<file path="config.mk">
export PLATFORM = sky130hd
export DESIGN_NAME = pixel_frame_sequencer
export DESIGN_NICKNAME = d
export VERILOG_FILES = /design/src/rtl/pixel_frame_sequencer.sv
export SDC_FILE = /design/constraint.sdc
export NUM_CORES = 1
export LEC_CHECK = 0
export CORE_AREA = 2 2 68 70
export CTS_BUF_LIST = sky130_fd_sc_hd__clkbuf_4
export DETAILED_ROUTE_END_ITERATION = 8
export DIE_AREA = 0 0 70 72
export GPL_ROUTABILITY_DRIVEN = 0
export GPL_TIMING_DRIVEN = 0
export PLACE_DENSITY_LB_ADDON = 0.08
export SLEW_MARGIN = 20
export SYNTH_ARGS = -nofsm -noshare
export SYNTH_HDL_FRONTEND = slang
export SYNTH_SLANG_ARGS = --single-unit
</file>
<file path="constraint.sdc">
create_clock -name clock -period 2.1 [get_ports clock]
set_clock_uncertainty 0.05 [all_clocks]
set_input_delay 0.21 -clock clock [delete_from_list [all_inputs] [get_ports clock]]
set_output_delay 0.21 -clock clock [all_outputs]
set_load 0.03 [all_outputs]
</file>
<file path="src/rtl/pixel_frame_sequencer.sv">
// Raster-order pixel coordinate sequencer for one frame of the edge-detector pipeline.
// Latches the stage enables at frame start, drains the pipeline after the last pixel and counts frames.
module pixel_frame_sequencer #(
   parameter int WIDTH      = 5,
   parameter int HEIGHT     = 30,
   parameter int PIPE_DEPTH = 3,
   parameter int COORD_W    = 8,
   parameter int COUNT_W    = 16
) (
   input  logic               clock,
   input  logic               reset,
   input  logic               start,
   input  logic               abort,
   input  logic [2:0]         stageEnableIn,
   input  logic               outReady,
   output logic               pixelValid,
   output logic [COORD_W-1:0] pixelX,
   output logic [COORD_W-1:0] pixelY,
   output logic               startOfFrame,
   output logic               endOfLine,
   output logic               endOfFrame,
   output logic [2:0]         stageEnable,
   output logic               busy,
   output logic               done,
   output logic [COUNT_W-1:0] frameCount,
   output logic [1:0]         fsmState
);

   localparam int DW = (PIPE_DEPTH < 1) ? 1 : $clog2(PIPE_DEPTH + 1);
   localparam logic [COORD_W-1:0] X_LAST = COORD_W'(WIDTH - 1);
   localparam logic [COORD_W-1:0] Y_LAST = COORD_W'(HEIGHT - 1);
   localparam logic [DW-1:0] D_LAST = DW'((PIPE_DEPTH == 0) ? 0 : PIPE_DEPTH - 1);

   if (COORD_W < 31 && ((WIDTH - 1) >= (1 << COORD_W) || (HEIGHT - 1) >= (1 << COORD_W))) begin : g_width_check
      $error("pixel_frame_sequencer: COORD_W too narrow for WIDTH/HEIGHT");
   end

   typedef enum logic [1:0] {
      IDLE  = 2'd0,
      RUN   = 2'd1,
      DRAIN = 2'd2,
      DONE  = 2'd3
   } state_t;

   state_t             state, stateNext;
   logic [COORD_W-1:0] x, y, xNext, yNext;
   logic [DW-1:0]      drainCount, drainNext;
   logic [2:0]         stageNext;
   logic [COUNT_W-1:0] countNext;
   logic               xfer;

   always_ff @(posedge clock or posedge reset) begin
      if (reset) begin
         state       <= IDLE;
         x           <= '0;
         y           <= '0;
         drainCount  <= '0;
         stageEnable <= '0;
         frameCount  <= '0;
      end else begin
         state       <= stateNext;
         x           <= xNext;
         y           <= yNext;
         drainCount  <= drainNext;
         stageEnable <= stageNext;
         frameCount  <= countNext;
      end
   end

   // Handshake: a pixel (RUN) or a drain step (DRAIN) completes on a cycle where the
   // sequencer offers it and outReady=1; otherwise coordinates and markers hold.
   assign xfer = (state == RUN) && outReady;

   always_comb begin
      stateNext = state;
      xNext     = x;
      yNext     = y;
      drainNext = drainCount;
      stageNext = stageEnable;
      countNext = frameCount;
      case (state)
         IDLE: begin
            xNext = '0;
            yNext = '0;
            if (start && !abort) begin
               stateNext = RUN;
               stageNext = stageEnableIn;
            end
         end
         RUN: begin
            if (abort) begin
               stateNext = IDLE;
               xNext     = '0;
               yNext     = '0;
            end else if (xfer) begin
               if (x == X_LAST) begin
                  xNext = '0;
                  if (y == Y_LAST) begin
                     yNext     = '0;
                     drainNext = '0;
                     stateNext = (PIPE_DEPTH == 0) ? DONE : DRAIN;
                  end else begin
                     yNext = y + 1'b1;
                  end
               end else begin
                  xNext = x + 1'b1;
               end
            end
         end
         DRAIN: begin
            if (abort) begin
               stateNext = IDLE;
               drainNext = '0;
            end else if (outReady) begin
               // The final ready step moves straight to DONE instead of counting past PIPE_DEPTH-1.
               if (drainCount == D_LAST) begin
                  stateNext = DONE;
                  drainNext = '0;
               end else begin
                  drainNext = drainCount + 1'b1;
               end
            end
         end
         DONE: begin
            stateNext = IDLE;
            countNext = frameCount + 1'b1;
         end
         default: stateNext = IDLE;
      endcase
   end

   assign pixelValid   = (state == RUN);
   assign pixelX       = x;
   assign pixelY       = y;
   assign startOfFrame = pixelValid && (x == '0) && (y == '0);
   assign endOfLine    = pixelValid && (x == X_LAST);
   assign endOfFrame   = endOfLine && (y == Y_LAST);
   assign busy         = (state != IDLE);
   assign done         = (state == DONE);
   assign fsmState     = state;

endmodule

</file>
==> metrics.md <==
| Metric | Value |
|---|---|
| Root Driver | clkbuf_4 |
| Clk slew on worst S/H paths | approximately 130 ps |
| Starting Density | 50.2% |
| HPWL after DPL | 3.41 mm |
| Synthesized instance count | 221 |
| Total of max-cap violations | 0 |
| Pre-antenna DRT Iters | 4 |
| Dpl cells | 324 |
| Slew @ Worst Pin | 547 ps |
| Post-synthesis cell area | 2140 sq um |
| DRC | 0 |
| Cell Rows | 24 |
| CP Max Fanout | 3 |
| Post-DR vias/cell | between 5 and 6 |
| Power Density | ~1000 nW/um^2 |
| Initial antenna violation count | 0 |
| Antenna diode count | 0 |
| RSZ-0062 raised after global routing | yes |
| Slew margin rel. | 62.6% |
| Final hold violations | 0 |
| DRT Wirelength | roughly 4.7 mm |
| Fin area | between 2000 and 3000 sq um |
| Share of cells above drive strength 1 | 15.7% |
| Crit path capture type | output pin |
| Nets | about 290 |
| R2r endpoint | pixelY[3] |
| TritonCTS Buffers | 5 |
| Clk_lat worst skew | 360 ps |
| P_leak | ~1.2 nW |
| Post-synth net total | 235 |
| Routed Antenna Nets | 0 |
| Status | finished, final reports clean |
| Slew Limit Fails | 0 |
| Avg Inst Size Synth | 9.69 sq um |
| H-tree levels | 2 |
| Req. time, crit path | between 1500 and 2000 ps |
| Maximum clock insertion buffer count | 2 |
| Die Area | 5040 sq um |
| Initial DRC Count | 88 |
| Vias in the first global route | around 1700 |
| Final TNS setup | 0 ps |
| Most frequent cells in the layout | 44 x clkdlybuf4s50_1, 37 x dfrtp_1, 19 x nand3_1 |
| TritonCTS clock tree | done |
| Worst ir drop on vdd | 0.716 mV |
| GR Util All Layers | 19.9% |
| Synthesis Warnings | 0 |
| Die X | 70 microns |
| Fill cell count | 358 |
| Maximum number of pins on one net before global-route repair | 22 |
| Clock net sink count | 39 |
| Crit share post-route | roughly 100% |
| Synth Register Bits | 39 |
| Seq/Total Area, Yosys | a little under half |
| CP startpoint kind | flop |
| Port bufs | 50 |
| Post-layout minimum cycle time | 2100 ps |
| Core footprint | approximately 4300 sq um |
| First-pass GRT wire length | 8.02 mm |
| Post-Route Utilization | 68.0% |
| Worst hold-check path type | primary input to asynchronous set/reset pin |
| Yosys cell types | 44 |
| Most common cell after layout, fill and taps aside | clkdlybuf4s50_1 |
| GR Overflow Total | 0 |
| Fmax | 476 MHz |
| Fin cells | roughly 330 |
| Worst R2R Start | pixelX[0] |
| Cell Area, Placed | around 2800 sq um |
| P&R area growth vs syn | 35.5% |
| Reg2Reg Depth | 7 |
| Vias | 1830 |
| Die Y | 72 microns |
| Setup Crit Path Kind | flop to output pin |
| Reg2Reg Setup Slack | between 150 and 200 ps |
| Routed WL per cell | 14.2 microns |
| Critical Path AT | 1840 ps |
| Io pins | 51 |
| Final setup violation count | 0 |
-- critical path, stage by stage (launching register included) --
cell and delay, ps:
dfrtp_2 440, inv_2 80, ha_4 130, nor4b_4 260
nand3_2 160, nor3b_2 230, buf_4 190
-- kinds of logic after synthesis --
| family | count (synthesis) | share of synthesized area, % |
|---|---|---|
| XOR/XNOR | 17 | 6.95 |
| AND/OR/NAND/NOR | 90 | 23.3 |
| adder cells (fa/ha/maj) | 6 | 3.50 |
| buffers and inverters | 24 | 4.56 |
| flip-flops | 39 | 45.6 |
| multiplexers | 9 | 4.44 |
| AO/OA/AOI/OAI | 36 | 11.7 |
-- final cells by class --
type	instances	area [sq um]	share of cell area [%]
multi-input cells	158	1120	38.6
flip-flops and latches	39	978	33.7
repair buffers	54	542	18.7
well taps	52	65.1	2.24
clock inverters	2	60.1	2.07
inverters	15	56.3	1.94
clock buffers	6	45.0	1.55
plain buffers	7	36.3	1.25
-- power by group --
group / total, mW / internal (mW) / switching [mW]
logic: 1.26 / 0.540 / 0.724
clock network: 0.649 / 0.384 / 0.265
registers: 0.985 / 0.861 / 0.124
-- per-layer routing --
| metal | wire (microns) | GRT usage, % | vias up |
|---|---|---|---|
| li1 | - | - | 910 |
| met1 | 2270 | 27.3 | 853 |
| met2 | 2170 | 31.4 | 58 |
| met3 | 221 | 3.19 | 9 |
| met4 | 71 | 9.40 | 0 |
| met5 | 0 | 0 | - |
-- registers in the layout, summed over array words and instances (netlist names) --
signal,count
drainCount,2
frameCount,16
fsmState,2
pixelX,8
pixelY,8
stageEnable,3
-- synthesized netlist by cell type, drive strengths merged --
cell	instances	area [sq um]
o2bb2ai	1	8.76
a32o	1	10.0
nand4b	1	8.76
and3	3	18.8
xor2	7	61.3
o31ai	2	15.0
nor3	8	40.0
or3	1	6.26
a41o	1	10.0
nor4	2	12.5
dfrtp	39	976
xnor2	10	87.6
o22ai	3	18.8
or2	3	18.8
nand2	15	56.3
clkbuf	5	18.8
inv	15	56.3
mux2i	5	50.1
and2	1	6.26
a211o	1	8.76
a2111oi	2	17.5
or3b	1	11.3
nand4	9	56.3
nor3b	3	27.5
nand2b	3	18.8
nor4b	1	23.8
buf	4	22.5
a211oi	5	37.5
ha	6	75.1
o21ai	8	40.0
a31oi	2	27.5
a21oi	9	48.8
mux2	4	45.0
nand3	20	100
nor2	13	48.8
a21o	1	7.51
nor2b	3	18.8
and4	3	26.3
-- what timing repair did --
item | 4_1_cts | 5_1_grt
buffers inserted | 3 | 0
hold buffers | 0 | 0
resized for setup | 27 | 8
pin swaps | 0 | 2
setup endpoints to repair | 6 | 4
-- worst max-delay path by stage --
stage,cells after the start,endpoint,start
finish,6,endOfLine,pixelX[0]
floorplan,5,endOfFrame,fsmState[0]
CTS,6,endOfLine,pixelX[0]
global route,6,endOfLine,pixelX[0]
detailed placement,4,endOfFrame,pixelY[5]
global placement,6,endOfLine,pixelX[0]
-- metrics by stage --
stage	setup WS, ps	hold slack (ps)	total power, mW
4_1_cts	12.1	115	2.87
3_5_place_dp	-273	406	2.21
5_1_grt	-81.0	136	3.05
6_report	1.22	102	2.90
3_3_place_gp	-245	406	2.19
2_1_floorplan	31.0	268	1.78
Power figures use the tool's default switching activity.
